==> src/rtl/ps2_kbd_rx.sv <==
// Host-side PS/2 keyboard receiver: sync/filter, 11-bit deframing, parity/stop check, key events.
// Define PS2_RX_PREFIX_EN to fold E0/F0 prefixes into key_ext/key_release.
module ps2_kbd_rx #(
   parameter int unsigned FILTER_LEN = 8,
   parameter int unsigned TIMEOUT    = 12000,
   parameter int unsigned TMO_W      = 14
) (
   input  logic       clk_sys,
   input  logic       reset,
   input  logic       ps2_clk_i,
   input  logic       ps2_dat_i,
   output logic [7:0] rx_byte,
   output logic       rx_strobe,
   output logic       rx_err,
   output logic       busy,
   output logic [7:0] key_code,
   output logic       key_ext,
   output logic       key_release,
   output logic       key_strobe
);

   localparam int unsigned FLT_W  = 4;
   localparam int unsigned BYTE_W = 8;
   localparam int unsigned CNT_W  = 3;

   typedef enum logic [1:0] {S_IDLE, S_DATA, S_PARITY, S_STOP} state_t;

   state_t              state_q, state_d;
   logic                clk_s1_q, clk_s1_d, clk_s2_q, clk_s2_d;
   logic                dat_s1_q, dat_s1_d, dat_s2_q, dat_s2_d;
   logic                filt_clk_q, filt_clk_d;
   logic [FLT_W-1:0]    flt_cnt_q, flt_cnt_d;
   logic [TMO_W-1:0]    tmo_q, tmo_d;
   logic [CNT_W-1:0]    bitcnt_q, bitcnt_d;
   logic [BYTE_W-1:0]   shift_q, shift_d;
   logic                parity_q, parity_d;
   logic [BYTE_W-1:0]   rx_byte_q, rx_byte_d;
   logic                rx_strobe_q, rx_strobe_d;
   logic                rx_err_q, rx_err_d;
   logic                busy_q, busy_d;
   logic [BYTE_W-1:0]   key_code_q, key_code_d;
   logic                key_strobe_q, key_strobe_d;
   logic                fall_c;
`ifdef PS2_RX_PREFIX_EN
   logic                ext_q, ext_d, rel_q, rel_d;
   logic                key_ext_q, key_ext_d, key_rel_q, key_rel_d;
`endif

   always_ff @(posedge clk_sys or posedge reset) begin
      if (reset) begin
         state_q      <= S_IDLE;
         clk_s1_q     <= 1'b1;
         clk_s2_q     <= 1'b1;
         dat_s1_q     <= 1'b1;
         dat_s2_q     <= 1'b1;
         filt_clk_q   <= 1'b1;
         flt_cnt_q    <= '0;
         tmo_q        <= '0;
         bitcnt_q     <= '0;
         shift_q      <= '0;
         parity_q     <= 1'b0;
         rx_byte_q    <= '0;
         rx_strobe_q  <= 1'b0;
         rx_err_q     <= 1'b0;
         busy_q       <= 1'b0;
         key_code_q   <= '0;
         key_strobe_q <= 1'b0;
`ifdef PS2_RX_PREFIX_EN
         ext_q        <= 1'b0;
         rel_q        <= 1'b0;
         key_ext_q    <= 1'b0;
         key_rel_q    <= 1'b0;
`endif
      end else begin
         state_q      <= state_d;
         clk_s1_q     <= clk_s1_d;
         clk_s2_q     <= clk_s2_d;
         dat_s1_q     <= dat_s1_d;
         dat_s2_q     <= dat_s2_d;
         filt_clk_q   <= filt_clk_d;
         flt_cnt_q    <= flt_cnt_d;
         tmo_q        <= tmo_d;
         bitcnt_q     <= bitcnt_d;
         shift_q      <= shift_d;
         parity_q     <= parity_d;
         rx_byte_q    <= rx_byte_d;
         rx_strobe_q  <= rx_strobe_d;
         rx_err_q     <= rx_err_d;
         busy_q       <= busy_d;
         key_code_q   <= key_code_d;
         key_strobe_q <= key_strobe_d;
`ifdef PS2_RX_PREFIX_EN
         ext_q        <= ext_d;
         rel_q        <= rel_d;
         key_ext_q    <= key_ext_d;
         key_rel_q    <= key_rel_d;
`endif
      end
   end

   always_comb begin
      state_d      = state_q;
      filt_clk_d   = filt_clk_q;
      flt_cnt_d    = '0;
      bitcnt_d     = bitcnt_q;
      shift_d      = shift_q;
      parity_d     = parity_q;
      rx_byte_d    = rx_byte_q;
      rx_strobe_d  = 1'b0;
      rx_err_d     = 1'b0;
      key_code_d   = key_code_q;
      key_strobe_d = 1'b0;
`ifdef PS2_RX_PREFIX_EN
      ext_d        = ext_q;
      rel_d        = rel_q;
      key_ext_d    = key_ext_q;
      key_rel_d    = key_rel_q;
`endif

      clk_s1_d = ps2_clk_i;
      clk_s2_d = clk_s1_q;
      dat_s1_d = ps2_dat_i;
      dat_s2_d = dat_s1_q;

      // Filtered clock flips only after FILTER_LEN consecutive disagreeing samples
      if (clk_s2_q != filt_clk_q) begin
         if (flt_cnt_q == FLT_W'(FILTER_LEN - 1)) begin
            filt_clk_d = clk_s2_q;
         end else begin
            flt_cnt_d = flt_cnt_q + FLT_W'(1);
         end
      end
      fall_c = filt_clk_q & ~filt_clk_d;

      if ((state_q == S_IDLE) || fall_c) tmo_d = '0;
      else                               tmo_d = tmo_q + TMO_W'(1);

      case (state_q)
         S_IDLE: begin
            if (fall_c && !dat_s2_q) begin
               state_d  = S_DATA;
               bitcnt_d = '0;
               shift_d  = '0;
            end
         end
         S_DATA: begin
            if (fall_c) begin
               shift_d[bitcnt_q] = dat_s2_q;
               if (bitcnt_q == CNT_W'(BYTE_W - 1)) state_d = S_PARITY;
               else                                bitcnt_d = bitcnt_q + CNT_W'(1);
            end
         end
         S_PARITY: begin
            if (fall_c) begin
               parity_d = dat_s2_q;
               state_d  = S_STOP;
            end
         end
         S_STOP: begin
            if (fall_c) begin
               state_d = S_IDLE;
               if (((^shift_q) ^ parity_q) && dat_s2_q) begin
                  rx_byte_d   = shift_q;
                  rx_strobe_d = 1'b1;
               end else begin
                  rx_err_d = 1'b1;
               end
            end
         end
         default: state_d = S_IDLE;
      endcase

      // A fall in the same cycle takes priority over the timeout
      if ((state_q != S_IDLE) && !fall_c && (tmo_q == TMO_W'(TIMEOUT))) begin
         state_d  = S_IDLE;
         rx_err_d = 1'b1;
      end

      busy_d = (state_d != S_IDLE);

`ifdef PS2_RX_PREFIX_EN
      if (rx_err_q) begin
         ext_d = 1'b0;
         rel_d = 1'b0;
      end else if (rx_strobe_q) begin
         if (rx_byte_q == 8'hE0) begin
            ext_d = 1'b1;
         end else if (rx_byte_q == 8'hF0) begin
            rel_d = 1'b1;
         end else begin
            key_code_d   = rx_byte_q;
            key_ext_d    = ext_q;
            key_rel_d    = rel_q;
            key_strobe_d = 1'b1;
            ext_d        = 1'b0;
            rel_d        = 1'b0;
         end
      end
`else
      if (rx_strobe_q) begin
         key_code_d   = rx_byte_q;
         key_strobe_d = 1'b1;
      end
`endif
   end

   assign rx_byte    = rx_byte_q;
   assign rx_strobe  = rx_strobe_q;
   assign rx_err     = rx_err_q;
   assign busy       = busy_q;
   assign key_code   = key_code_q;
   assign key_strobe = key_strobe_q;
`ifdef PS2_RX_PREFIX_EN
   assign key_ext     = key_ext_q;
   assign key_release = key_rel_q;
`else
   assign key_ext     = 1'b0;
   assign key_release = 1'b0;
`endif

endmodule

==> config.mk <==
export PLATFORM = sky130hd
export DESIGN_NAME = ps2_kbd_rx
export DESIGN_NICKNAME = d
export VERILOG_FILES = /design/src/rtl/ps2_kbd_rx.sv
export SDC_FILE = /design/constraint.sdc
export NUM_CORES = 1
export LEC_CHECK = 0
export ABC_AREA = 1
export BUFFER_PORTS_ARGS = -buffer_cell sky130_fd_sc_hd__buf_2
export CAP_MARGIN = 10
export CORE_MARGIN = 2
export CORE_UTILIZATION = 25
export CTS_CLUSTER_DIAMETER = 60
export CTS_CLUSTER_SIZE = 20
export DETAILED_ROUTE_END_ITERATION = 10
export PLACE_DENSITY = 0.49
export SKIP_LAST_GASP = 1
export SYNTH_ARGS = -nofsm -noshare
export SYNTH_HDL_FRONTEND = slang
export SYNTH_SLANG_ARGS = --single-unit
export TNS_END_PERCENT = 100
==> constraint.sdc <==
create_clock -name clk_sys -period 2.74 [get_ports clk_sys]
set_clock_uncertainty 0.15 [all_clocks]
set_input_delay 0.137 -clock clk_sys [delete_from_list [all_inputs] [get_ports clk_sys]]
set_output_delay 0.137 -clock clk_sys [all_outputs]
set_load 0.05 [all_outputs]
==> reports/results.tsv, run 1 <==
stage	metric	value	unit
grt	vias in the first global route	2025	
yosys	Yosys reg bits	57	
routing	1st-pass router iterations	4	
yosys	synth warn	0	
sta	slew at the pin closest to its max-slew limit	0.6431	ns
clock_tree	CTS tree	yes	
placement	Setup WS pre-CTS	0.9176	ns
grt	initial antenna violation count	0	
setup_path	crit path launch type	flip-flop	
setup_path	crit path kind	reg -> reg	
clock_tree	Clock Sinks	57	
routing	DR WL/cell	10.59	um
die	area of the core	10940	um2
min_path	hold crit path type	reg -> reg	
clock_tree	Clock Tree Buf Depth	2	
placement	I/O Buffers	23	
setup_path	FF-to-FF Start	flt_cnt_q[0]$_DFF_PP0_	
setup_path	CP most frequent cell	nand2_1	
routing	antenna-violating nets left	0	
power_and_ir_drop	total power draw	2.358	mW
sta	Final Worst Setup Slack	0.9175	ns
setup_path	CP bufs+invs	2	
routing	routed vias/inst	4.232	
yosys	Synth Flop Type	dfrtp_1	
cells_and_area	area grow syn2layout	20.78	%
setup_path	Critical Path AT	1.89	ns
grt	largest net degree at the start of global routing	31	
sta	Final Cycle Share	0.6651	
run_status	outcome	finished, final reports clean	
clock_tree	Clock Latency Late Sink	0.32	ns
yosys	asr flop ratio synth	1.000	
setup_path	critical path's largest stage delay	0.39	ns
sta	final setup vio count	0	
die	Die Ht	110.2	um
yosys	Mapped Area	2818	um2
cells_and_area	antenna diode count	0	
power_and_ir_drop	Peak VDD IR	329.8	uV
sta	Slew Limit Headroom	0.5706	
placement	GPL Wtd Cong	0.7936	
setup_path	crit end category	flip-flop	
setup_path	reg2reg path depth	9	
sta	total negative slack	0	ns
setup_path	R2R Setup Slk	0.92	ns
setup_path	Largest delay share family, worst path	simple AND/OR/NAND/NOR gates	
min_path	hold depth	0	
sta	RSZ-0062 raised after global routing	no	
min_path	Hold Startpoint	clk_s1_q$_DFF_PP1_	
placement	Post-DP HPWL	3.942	mm
routing	vias	2112	
grt	GRT Residual Overflow	0	
yosys	Synth Instances	320	
power_and_ir_drop	Pleak	1.781	nW
setup_path	CP max stage cell	dfrtp_1	
clock_tree	Root Driver	clkbuf_16	
yosys	post-synth cell types	35	
routing	drc violations	0	
die	die width	110.2	um
clock_tree	total CTS buffers	9	
routing	Routed WL	5.283	mm
min_path	WHS Endpoint	clk_s2_q$_DFF_PP1_	
setup_path	maximum fanout along the worst path	10	
die	# rows	38	
cells_and_area	Nets	363	
die	die footprint	12140	um2
sta	Max Slew Vio Count	0	
run	max cap viols	0	
setup_path	worst r2r dst	busy$_DFF_PP0_	
yosys	EDFF count, synth	0	
yosys	sequential fraction of the synthesis area	0.5084	
clock_tree	PostCTS Resize Cnt	0	
routing	initial DRC count	116	
power_and_ir_drop	PwrDens	692.9	nW/um2
die	IO Pins	26	
die	initial core utilization	0.2577	
yosys	syn avg cell area	8.805	um2
setup_path	worst path required time	2.80	ns
clock_tree	Reg clk slew, reported paths	0.05	ns
sta	crit path time final	1.822	ns
sta	final hold violation count	0	
sta	fmax	548.7	MHz
clock_tree	H-Tree Level Count	3	
grt	GRT Total Usage	0.1010	
cells_and_area	share of cells above drive strength 1	0.1950	
setup_path	worst-path cell chain	ha_1 -> nand3_2 -> inv_2 -> nand2_4 -> nand2_2 -> inv_1 -> nand2_1 -> nand2_1 -> nand2_1	
grt	global-route wire length before repair	9.266	mm
-- final cells by class --
cell class                 count  area (um2)
timing repair buffer          27       165.2
clock buffer                  11       242.7
inverter                      40       151.4
fill                        1138        7532
tap                          140       175.2
clock inverter                 5       55.05
sequential                    57        1433
multi-input combinational    219        1181
-- stage by stage --
| stage | cell area (um2) | hold slack [ns] | instances | util |
|---|---|---|---|---|
| detailed placement | 3075 | 0.09361 | 480 | 0.2812 |
| global placement | 3075 | 0.09778 | 480 | 0.2812 |
| CTS | 3403 | 0.2042 | 499 | 0.3112 |
| finish | 3403 | 0.2033 | 499 | 0.3112 |
| floorplan | 2821 | -0.008522 | 321 | - |
| global route | 3403 | 0.2076 | 499 | 0.3112 |
-- worst max path at each step --
stage	end	slack [ns]	depth (start not counted)	startpoint
after floorplan	bitcnt_q[0]$_DFFE_PP0P_	1.06	1	reset
after global placement	rx_err$_DFF_PP0_	0.98	9	shift_q[5]$_DFFE_PP0P_
after detailed placement	busy$_DFF_PP0_	0.92	9	flt_cnt_q[0]$_DFF_PP0_
after CTS	busy$_DFF_PP0_	0.91	9	flt_cnt_q[0]$_DFF_PP0_
after global routing	busy$_DFF_PP0_	0.76	9	flt_cnt_q[0]$_DFF_PP0_
final	busy$_DFF_PP0_	0.92	9	flt_cnt_q[0]$_DFF_PP0_
-- metal layers --
metal | up-vias | GRT usage | part of all wire
met5 | - | 0 | 0
met4 | 0 | 0.04018 | 0.013
met3 | 7 | 0.04409 | 0.054
met2 | 41 | 0.1564 | 0.45
met1 | 977 | 0.1234 | 0.48
li1 | 1087 | - | -
-- layout by cell type, fill, tap and decap left out, types with 3 or more instances in the layout --
| cell | netlist | routed |
|---|---|---|
| mux2_2 | 8 | 8 |
| dfrtp_1 | 52 | 52 |
| clkbuf_16 | 0 | 9 |
| nor3_1 | 18 | 18 |
| nor2_1 | 18 | 18 |
| o21ai_1 | 3 | 3 |
| inv_2 | 2 | 3 |
| xor2_1 | 4 | 4 |
| a21oi_1 | 9 | 9 |
| clkinv_2 | 1 | 3 |
| o21ai_0 | 16 | 16 |
| dfstp_2 | 5 | 5 |
| ha_1 | 5 | 5 |
| nand2_2 | 3 | 3 |
| nand4_1 | 3 | 3 |
| buf_2 | 1 | 23 |
| inv_1 | 37 | 36 |
| dlygate4sd3_1 | 0 | 3 |
| nand3_1 | 23 | 23 |
| nand2_1 | 89 | 89 |
-- cell usage after synthesis, types with 2 or more instances --
cell,instances,area [um2]
ha_1,5,62.56
nand3_1,23,115.1
nand3_2,2,20.02
nor2_8,2,40.04
xor2_1,4,35.03
o21ai_0,16,80.08
a21oi_1,9,45.04
xnor2_1,2,17.52
inv_1,37,138.9
inv_2,2,7.510
and2_1,2,12.51
nand2_2,3,18.77
nor2_1,18,67.56
nand2_1,89,334.1
nand4_1,3,18.77
buf_4,2,15.01
mux2_2,8,90.09
nand2_4,2,22.52
nor3_1,18,90.09
dfrtp_1,52,1301
o21ai_1,3,15.01
dfstp_2,5,131.4
-- registers in the layout (all words and copies together) (netlist names), 2 cells and up --
signal	flops
shift_q	8
tmo_q	14
rx_byte	8
key_code	8
state_q	2
bitcnt_q	3
flt_cnt_q	4
-- repair_timing --
| action | in CTS | in global routing |
|---|---|---|
| endpoints found under the hold margin | 31 | 0 |
| buffers inserted | 0 | 0 |
| hold buffers | 3 | 0 |
-- power breakdown --
part / total, mW / switching (mW) / internal, mW
combinational: 0.252 / 0.159 / 0.0932
clock: 1.10 / 0.376 / 0.723
sequential: 1.01 / 0.0738 / 0.933
total: 2.36 / 0.609 / 1.75
-- kinds of logic (layout without fill, tap and decap cells) --
kind of cell             after synthesis  count (layout)  share of synthesized area
AND/OR/NAND/NOR                      169             169                     0.2869
buffers and inverters                 45              83                    0.07371
other                                  1               2                   0.001331
XOR/XNOR                               6               6                    0.01865
flip-flops                            57              57                     0.5084
AO/OA/AOI/OAI                         29              29                    0.05684
multiplexers                           8               8                    0.03197
adder cells (fa/ha/maj)                5               5                    0.02220
Note: power is estimated with default switching activity, not from simulation.
==> run 2: changes to the inputs <==
==> constraint.sdc (replaced) <==
create_clock -name clk_sys -period 1.7 [get_ports clk_sys]
set_clock_uncertainty 0.15 [all_clocks]
set_input_delay 0.085 -clock clk_sys [delete_from_list [all_inputs] [get_ports clk_sys]]
set_output_delay 0.085 -clock clk_sys [all_outputs]
set_load 0.05 [all_outputs]
==> reports/results.tsv, run 2 (synthesized netlist as in run 1, its figures left out) <==
stage	metric	value	unit	change
run_status	outcome	finished, final reports clean		
routing	Routed WL	5.558	mm	+5.2%
setup_path	crit path kind	reg -> reg		
clock_tree	Clock Tree Buf Depth	2		unchanged
grt	GRT Residual Overflow	0		unchanged
cells_and_area	commonest non-fill, non-tap cell in the layout	nand2_1		
setup_path	FF-to-FF Start	flt_cnt_q[0]$_DFF_PP0_		
cells_and_area	area grow syn2layout	30.42	%	
setup_path	R2R Setup Slk	0.02	ns	-0.90 ns
sta	crit path time final	1.682	ns	-0.1406 ns
routing	vias	2239		+6.0%
cells_and_area	Nets	385		+6.1%
routing	antenna-violating nets left	0		unchanged
sta	fmax	594.6	MHz	+8.4%
power_and_ir_drop	PwrDens	1100	nW/um2	+59%
clock_tree	Clock Sinks	57		unchanged
clock_tree	Root Driver	clkbuf_16		
routing	DR WL/cell	10.67	um	+0.76%
sta	Final Worst Setup Slack	0.01809	ns	-0.8994 ns
sta	final setup vio count	0		unchanged
cells_and_area	max reg flops	14		unchanged
die	Die Ht	110.2	um	unchanged
min_path	hold depth	0		unchanged
clock_tree	CTS tree	yes		
power_and_ir_drop	Peak VDD IR	488.2	uV	+48%
clock_tree	Clock Latency Late Sink	0.32	ns	about the same
grt	global-route wire length before repair	9.522	mm	+2.8%
clock_tree	total CTS buffers	9		unchanged
min_path	hold crit path type	reg -> reg		
cells_and_area	Largest Register	tmo_q		
run	max cap viols	0		unchanged
setup_path	crit end category	flip-flop		
min_path	WHS Endpoint	clk_s2_q$_DFF_PP1_		
sta	total negative slack	0	ns	unchanged
die	die width	110.2	um	unchanged
setup_path	worst r2r dst	rx_byte[0]$_DFFE_PP0P_		
setup_path	maximum fanout along the worst path	6		-4
clock_tree	H-Tree Level Count	3		unchanged
sta	Final Cycle Share	0.9894		+0.3242
cells_and_area	commonest cells after routing, fill and taps aside	80 x nand2_1, 52 x dfrtp_1, 34 x inv_1, 23 x buf_2, 22 x nand3_1		
setup_path	crit path launch type	flip-flop		
routing	1st-pass router iterations	4		unchanged
grt	vias in the first global route	2133		+5.3%
sta	Final Hold Slack	0.2036	ns	+0.0003520 ns
routing	drc violations	0		unchanged
die	# rows	38		unchanged
grt	initial antenna violation count	0		unchanged
clock_tree	Reg clk slew, reported paths	0.05	ns	about the same
sta	RSZ-0062 raised after global routing	yes		
grt	GRT Total Usage	0.1021		+0.001068
min_path	Hold Startpoint	clk_s1_q$_DFF_PP1_		
die	initial core utilization	0.2577		unchanged
placement	I/O Buffers	23		unchanged
placement	GPL Wtd Cong	0.7827		-1.4%
die	die footprint	12140	um2	unchanged
placement	Cell Area, Placed	3173	um2	+3.2%
die	area of the core	10940	um2	unchanged
sta	Max Slew Vio Count	0		unchanged
setup_path	Critical Path AT	1.74	ns	-0.15 ns
setup_path	reg2reg path depth	10		+1
power_and_ir_drop	total power draw	4.040	mW	+71%
cells_and_area	antenna diode count	0		unchanged
sta	final hold violation count	0		unchanged
cells_and_area	post-route cell area	3675	um2	+8.0%
placement	Setup WS pre-CTS	-0.01628	ns	-0.9339 ns
cells_and_area	share of cells above drive strength 1	0.2861		+0.09110
grt	largest net degree at the start of global routing	58		+87%
setup_path	worst path required time	1.76	ns	-1.04 ns
routing	routed vias/inst	4.298		+1.5%
routing	initial DRC count	117		+0.86%
die	IO Pins	26		unchanged
power_and_ir_drop	Pleak	1.927	nW	+8.2%
placement	Post-DP HPWL	3.912	mm	-0.76%
[run 2: layout make-up]
type,instances,area (um2)
clock inverter,6,90.09
sequential,57,1433
tap,140,175.2
multi-input combinational,220,1257
clock buffer,10,239.0
inverter,40,153.9
timing repair buffer,48,326.6
fill,1128,7261
[run 2: how the worst max path moves through the flow]
stage	start	end	slack (ns)
final	flt_cnt_q[0]$_DFF_PP0_	rx_byte[0]$_DFFE_PP0P_	0.02
after floorplan	reset	bitcnt_q[0]$_DFFE_PP0P_	0.07
after detailed placement	flt_cnt_q[0]$_DFF_PP0_	rx_byte[0]$_DFFE_PP0P_	-0.02
after CTS	shift_q[0]$_DFFE_PP0P_	rx_err$_DFF_PP0_	0.0001
after global routing	flt_cnt_q[0]$_DFF_PP0_	shift_q[2]$_DFFE_PP0P_	-0.11
after global placement	flt_cnt_q[0]$_DFF_PP0_	rx_byte[6]$_DFFE_PP0P_	0.02
[run 2: power by group]
group	leakage (nW)	internal [mW]	total (mW)	switching (mW)
sequential	0.751	1.50	1.64	0.138
clock	0.159	1.32	1.94	0.618
combinational	1.02	0.191	0.457	0.266
[run 2: repair_timing]
action | CTS | global route
setup buffers | 0 | 8
hold buffers | 3 | 0
gates cloned | 1 | 0
pin swaps | 1 | 9
endpoints found under the setup margin | 8 | 23
hold endpoints to repair | 59 | 0
gates resized for setup | 0 | 32
[run 2: worst max-delay path: stages (launching register included)]
cell,delay [ns]
dfrtp_1,0.39
ha_4,0.16
nand3_2,0.08
inv_2,0.09
nand2_4,0.08
clkinv_2,0.07
nand2_4,0.07
nor2_8,0.15
nand4_4,0.15
nand2_1,0.10
nand2_1,0.06
[run 2: metal layers]
| metal | track usage | wire length [um] | part of all wire | vias up |
|---|---|---|---|---|
| li1 | - | - | - | 1141 |
| met1 | 0.1270 | 2689 | 0.48 | 1055 |
| met2 | 0.1564 | 2527 | 0.45 | 35 |
| met3 | 0.03821 | 235 | 0.042 | 8 |
| met4 | 0.04821 | 106 | 0.019 | 0 |
| met5 | 0 | 0 | 0 | - |
[run 2: through the flow]
step	util	std cells
after floorplan	-	321
after global placement	0.2902	493
after detailed placement	0.2902	493
after CTS	0.3241	513
after global routing	0.3360	521
final	0.3360	521
